**config.mk**
```make
export PLATFORM = sky130hd
export DESIGN_NAME = bullet_ctrl
export DESIGN_NICKNAME = d
export VERILOG_FILES = /design/src/rtl/bullet_ctrl.sv
export SDC_FILE = /design/constraint.sdc
export NUM_CORES = 1
export LEC_CHECK = 0
export CAP_MARGIN = 20
export CORE_MARGIN = 5
export CORE_UTILIZATION = 55
export DETAILED_ROUTE_END_ITERATION = 8
export HOLD_SLACK_MARGIN = 0.15
export PLACE_DENSITY = 0.8
export SYNTH_ARGS = -nofsm -noshare
export SYNTH_HDL_FRONTEND = slang
export SYNTH_SLANG_ARGS = --single-unit
```
**constraint.sdc**
```tcl
create_clock -name clk -period 12.2 [get_ports clk]
set_input_delay 2.44 -clock clk [delete_from_list [all_inputs] [get_ports clk]]
set_output_delay 2.44 -clock clk [all_outputs]
set_load 0.01 [all_outputs]
```
**src/rtl/bullet_ctrl.sv**
```systemverilog
// bullet_ctrl: owns MAX_B bullet slots (fire handshake, per-frame movement, hit retire)
// and renders them through a 2-stage sprite ROM lookup pipeline.
module bullet_ctrl #(
    parameter int H_RES = 640,
    parameter int V_RES = 480,
    parameter int MAX_B = 4,
    parameter int SPEED = 4,
    parameter int DIR   = 0,
    localparam int IW   = $clog2(MAX_B)
) (
    input  logic             clk,
    input  logic             rst,
    input  logic             frame_tick,
    input  logic             fire_req,
    input  logic [9:0]       fire_x,
    input  logic [9:0]       fire_y,
    output logic             fire_ack,
    output logic             fire_drop,
    input  logic             hit,
    input  logic [IW-1:0]    hit_idx,
    input  logic [9:0]       hcnt,
    input  logic [9:0]       vcnt,
    output logic [2:0]       spr_x,
    output logic [2:0]       spr_y,
    output logic             spr_en,
    input  logic             spr_data,
    output logic             pix_on,
    output logic [IW-1:0]    pix_idx,
    output logic [MAX_B-1:0] active_mask
);
    typedef enum logic [1:0] {IDLE, ISSUE, HOLD} state_t;
    state_t state, state_nx;
    logic [MAX_B-1:0] active;
    logic [9:0] bx [MAX_B];
    logic [9:0] by [MAX_B];
    logic [10:0] ny [MAX_B];
    logic [10:0] dx [MAX_B];
    logic [10:0] dy [MAX_B];
    logic [MAX_B-1:0] gone;
    logic [IW-1:0] sel, sel_nx, m_idx, spr_idx;
    logic found, found_nx, m_en;
    logic [9:0] lx, ly;
    logic [2:0] m_x, m_y;

    assign fire_ack    = state == ISSUE && found;
    assign fire_drop   = state == ISSUE && !found;
    assign active_mask = active;

    // a slot being hit this cycle is never handed out, even if already free
    always_comb begin
        state_nx = state == IDLE ? (fire_req ? ISSUE : IDLE) : state == ISSUE ? HOLD : IDLE;
        found_nx = 1'b0;
        sel_nx   = '0;
        for (int i = MAX_B - 1; i >= 0; i--)
            if (!active[i] && !(hit && hit_idx == IW'(i))) begin
                found_nx = 1'b1;
                sel_nx   = IW'(i);
            end
    end

    always_ff @(posedge clk or posedge rst)
        if (rst) state <= IDLE;
        else state <= state_nx;

    always_ff @(posedge clk or posedge rst)
        if (rst) begin
            sel   <= '0;
            found <= 1'b0;
            lx    <= '0;
            ly    <= '0;
        end else if (state == IDLE && fire_req) begin
            sel   <= sel_nx;
            found <= found_nx;
            lx    <= fire_x > 10'(H_RES - 6) ? 10'(H_RES - 6) : fire_x;
            ly    <= fire_y > 10'(V_RES - 6) ? 10'(V_RES - 6) : fire_y;
        end

    // 11-bit move result: bit 10 flags an upward underflow
    always_comb begin
        for (int i = 0; i < MAX_B; i++) begin
            ny[i]   = DIR != 0 ? {1'b0, by[i]} + 11'(SPEED) : {1'b0, by[i]} - 11'(SPEED);
            gone[i] = DIR != 0 ? ny[i] > 11'(V_RES - 6) : ny[i][10];
        end
    end

    always_ff @(posedge clk or posedge rst)
        if (rst) begin
            active <= '0;
            for (int i = 0; i < MAX_B; i++) begin
                bx[i] <= '0;
                by[i] <= '0;
            end
        end else begin
            for (int i = 0; i < MAX_B; i++)
                if (fire_ack && sel == IW'(i)) begin
                    active[i] <= 1'b1;
                    bx[i]     <= lx;
                    by[i]     <= ly;
                end else if (hit && hit_idx == IW'(i)) begin
                    active[i] <= 1'b0;
                end else if (frame_tick && active[i]) begin
                    active[i] <= !gone[i];
                    by[i]     <= ny[i][9:0];
                end
        end

    // a negative offset wraps to >= 1024, so one unsigned compare covers both bounds
    always_comb begin
        m_en  = 1'b0;
        m_x   = '0;
        m_y   = '0;
        m_idx = '0;
        for (int i = MAX_B - 1; i >= 0; i--) begin
            dx[i] = {1'b0, hcnt} - {1'b0, bx[i]};
            dy[i] = {1'b0, vcnt} - {1'b0, by[i]};
            if (active[i] && dx[i] < 11'd6 && dy[i] < 11'd6) begin
                m_en  = 1'b1;
                m_x   = dx[i][2:0];
                m_y   = dy[i][2:0];
                m_idx = IW'(i);
            end
        end
    end

    always_ff @(posedge clk or posedge rst)
        if (rst) begin
            spr_en  <= 1'b0;
            spr_x   <= '0;
            spr_y   <= '0;
            spr_idx <= '0;
            pix_on  <= 1'b0;
            pix_idx <= '0;
        end else begin
            spr_en  <= m_en;
            spr_x   <= m_x;
            spr_y   <= m_y;
            spr_idx <= m_idx;
            pix_on  <= spr_en & spr_data;
            pix_idx <= spr_idx;
        end
endmodule
```
==> reports/qor.yml <==
outcome:
  status: "finished, final reports clean"
timing:
  maxSlewViolCount: 0
  rsz0062_at_grt: "no"
  period_needed_ns: 5.81
  hold_viol_final: 0
  final.setup_skew_ns: 0.00743
  fmax_mhz: 172
  setup_violations: 0
  setup_tns_ns: 0
  whs_ns: 0.367
  period_share_pct: 47.7
  maxSlewHeadroom_pct: 34.8
  worstMarginPinSlew_ns: 0.978
pwr:
  leakage_nw: 4.71
  p_total_w: 0.00258
  powerDensity_nw_per_um2: 242
  peakVddDrop_mv: 0.110
floorplan:
  die_w_um: 139
  die_area_um2: 19500
  pin_count: 64
  fp.dieH_um: 139
  num_rows: 47
  core-area_um2: 16500
  initial_utilization_pct: 55.8
setup_path:
  cp-end-kind: "register"
  cp_max_fo: 8
  reg2reg_setup_slack_ns: 8.67
  r2r_end: "spr_y[0]$_DFF_PP0_"
  cp_cell_sequence: "clkdlybuf4s50_1 > fa_1 > a211oi_1 > o21ai_1 > o31ai_2 > xnor2_1 > nor4_1 > a31oi_1 > nor4b_2 > a21oi_1 > a2bb2oi_1"
  crit_arrival_ns: 6.12
  cpPeakStageDelay_ns: 0.83
  r2r_cells: 12
  r2r-start: "by[20]$_DFFE_PP0P_"
  crit_family: "compound AO/OA/AOI/OAI gates"
  critPathKind: "in2reg"
  startpoint_type: "input pin"
  path_buf_inv: 1
  cpMaxStageDelayCell: "nor4b_2"
  required_ns: 12.51
synth:
  ys_seq_area_share_pct: 32.8
  synth_cell_types: 80
  synth.net_count: 1205
  ys_ff_latch: 121
  synth_area_um2: 9220
  synth_ff_type: "dfrtp_1"
  syn_inst: 1065
  synth_edf_count: 0
  avgSynthCellArea_um2: 8.66
  yosys_warnings: 0
  synthArstFlopShare_pct: 100
routing:
  via_count: 8342
  drt_iter0_markers: 789
  wire_per_inst_um: 18.8
  drt_first_pass_iters: 5
  via_per_inst: 6.12
  wl_um: 25700
  drcViolationCount: 0
  drt.antenna.violating_nets: 0
global_routing:
  track_usage_pct: 26.7
  grt_max_degree: 79
  gr-total-overflow: 0
  grt_first_pass_wirelength_um: 41500
  grt_pass1_vias: 8214
  antenna_found_initial: 0
clock_network:
  clk_pin_slew_worst_paths_ns: 0.06
  cts_tree: "done"
  cts_buffer_depth: 2
  cts-root-buf: "clkbuf_16"
  cts-resized-gates: 0
  post-cts-setup-buffers: 0
  hold_buffers: 0
  htreeDepth: 4
  numClockSinks: 121
  worstSkewPairLatency_ns: 0.43
  cts_inserted_buffers: 17
placement:
  hpwlAfterDp_um: 19500
  dp_cells: 1331
  place_congestion: 1.00
  port_buffers: 63
hold_path:
  worstHoldPathType: "reg2reg"
  min_from: "spr_idx[1]$_DFF_PP0_"
  holdPathEnd: "pix_idx[1]$_DFF_PP0_"
  min_path_cells: 0
final_layout:
  fin_cells: 1364
  fin_util_pct: 64.5
  fin_nets: 1271
  final_common_cell: "dfrtp_1"
  area_delta_synth_final_pct: 15.7
  drive_above_1_share_pct: 8.04
  final_cell_mix: "dfrtp_1, inv_1, nand2_1, nor2_1, ha_1"
  antenna_cells: 0
job:
  timing.max_cap.violations: 0
## worst max path at each step
stage | slack [ns] | cells past startpoint | endpoint | start
4_1_cts | 6.45 | 11 | spr_y[0]$_DFF_PP0_ | vcnt[1]
3_5_place_dp | 6.04 | 11 | spr_y[0]$_DFF_PP0_ | vcnt[1]
2_1_floorplan | 6.55 | 1 | active_mask[0]$_DFFE_PP0P_ | rst
3_3_place_gp | 6.15 | 11 | spr_y[2]$_DFF_PP0_ | vcnt[1]
6_report | 6.39 | 11 | spr_y[0]$_DFF_PP0_ | vcnt[1]
5_1_grt | 6.10 | 11 | spr_y[0]$_DFF_PP0_ | vcnt[1]
## cell usage after synthesis (13+ instances only)
| cell type | count | area share [%] |
|---|---|---|
| a21oi_1 | 57 | 3.1 |
| mux2_2 | 33 | 4.0 |
| o21ai_0 | 83 | 4.5 |
| ha_1 | 84 | 11 |
| nor4_1 | 15 | 1.0 |
| nand2b_1 | 13 | 0.88 |
| o211ai_1 | 13 | 1.1 |
| clkbuf_1 | 17 | 0.69 |
| nand3_1 | 14 | 0.76 |
| o21ai_1 | 13 | 0.71 |
| xor2_1 | 14 | 1.3 |
| a211oi_1 | 15 | 1.2 |
| dfrtp_1 | 121 | 33 |
| nand2_1 | 100 | 4.1 |
| nand4_1 | 20 | 1.4 |
| inv_1 | 108 | 4.4 |
| xnor2_1 | 38 | 3.6 |
| nor3_1 | 18 | 0.98 |
| nor2b_1 | 16 | 1.1 |
| a21o_1 | 13 | 1.1 |
| nor2_1 | 89 | 3.6 |
## power by group
part           internal, W  switching, W
sequential        0.000548      0.000136
combinational     0.000597      0.000789
clock             0.000324      0.000191
## stage by stage
stage	instance area [um2]	setup slack [ns]
after floorplan	9220	6.55
after global placement	10100	6.15
after detailed placement	10100	6.04
after CTS	10700	6.45
after global routing	10700	6.10
final	10700	6.39
## layout make-up
type,instances,area [um2]
flip-flops and latches,121,3030
repair buffers,70,683
clock inverters,13,153
multi-input cells,812,5670
inverters,109,412
clock buffers,19,443
well taps,220,275
fillers,1383,5860
## kinds of logic after synthesis
| family | Yosys count | share of synthesized area, % |
|---|---|---|
| AND/OR/NAND/NOR | 338 | 18.4 |
| adder cells (fa/ha/maj) | 92 | 13.1 |
| AO/OA/AOI/OAI | 290 | 20.2 |
| flip-flops | 121 | 32.8 |
| XOR/XNOR | 52 | 4.94 |
| buffers and inverters | 132 | 5.74 |
| multiplexers | 40 | 4.79 |
## registers in the layout, indices dropped and copies added, names as in the netlist
name / flops
bx: 40
sel: 2
pix_on: 1
lx: 10
spr_idx: 2
pix_idx: 2
found: 1
spr_x: 3
spr_y: 3
active_mask: 4
by: 40
ly: 10
state: 2
spr_en: 1
## metal layers
metal  vias up  wire (um)  global-route usage (%)
li1       3971          -                       -
met1      4009      10900                    35.3
met2       302      11800                    43.2
met3        60       2010                    5.15
met4         0        851                    11.2
met5         -          0                       0
No activity file was read; power rests on OpenSTA's default activity.
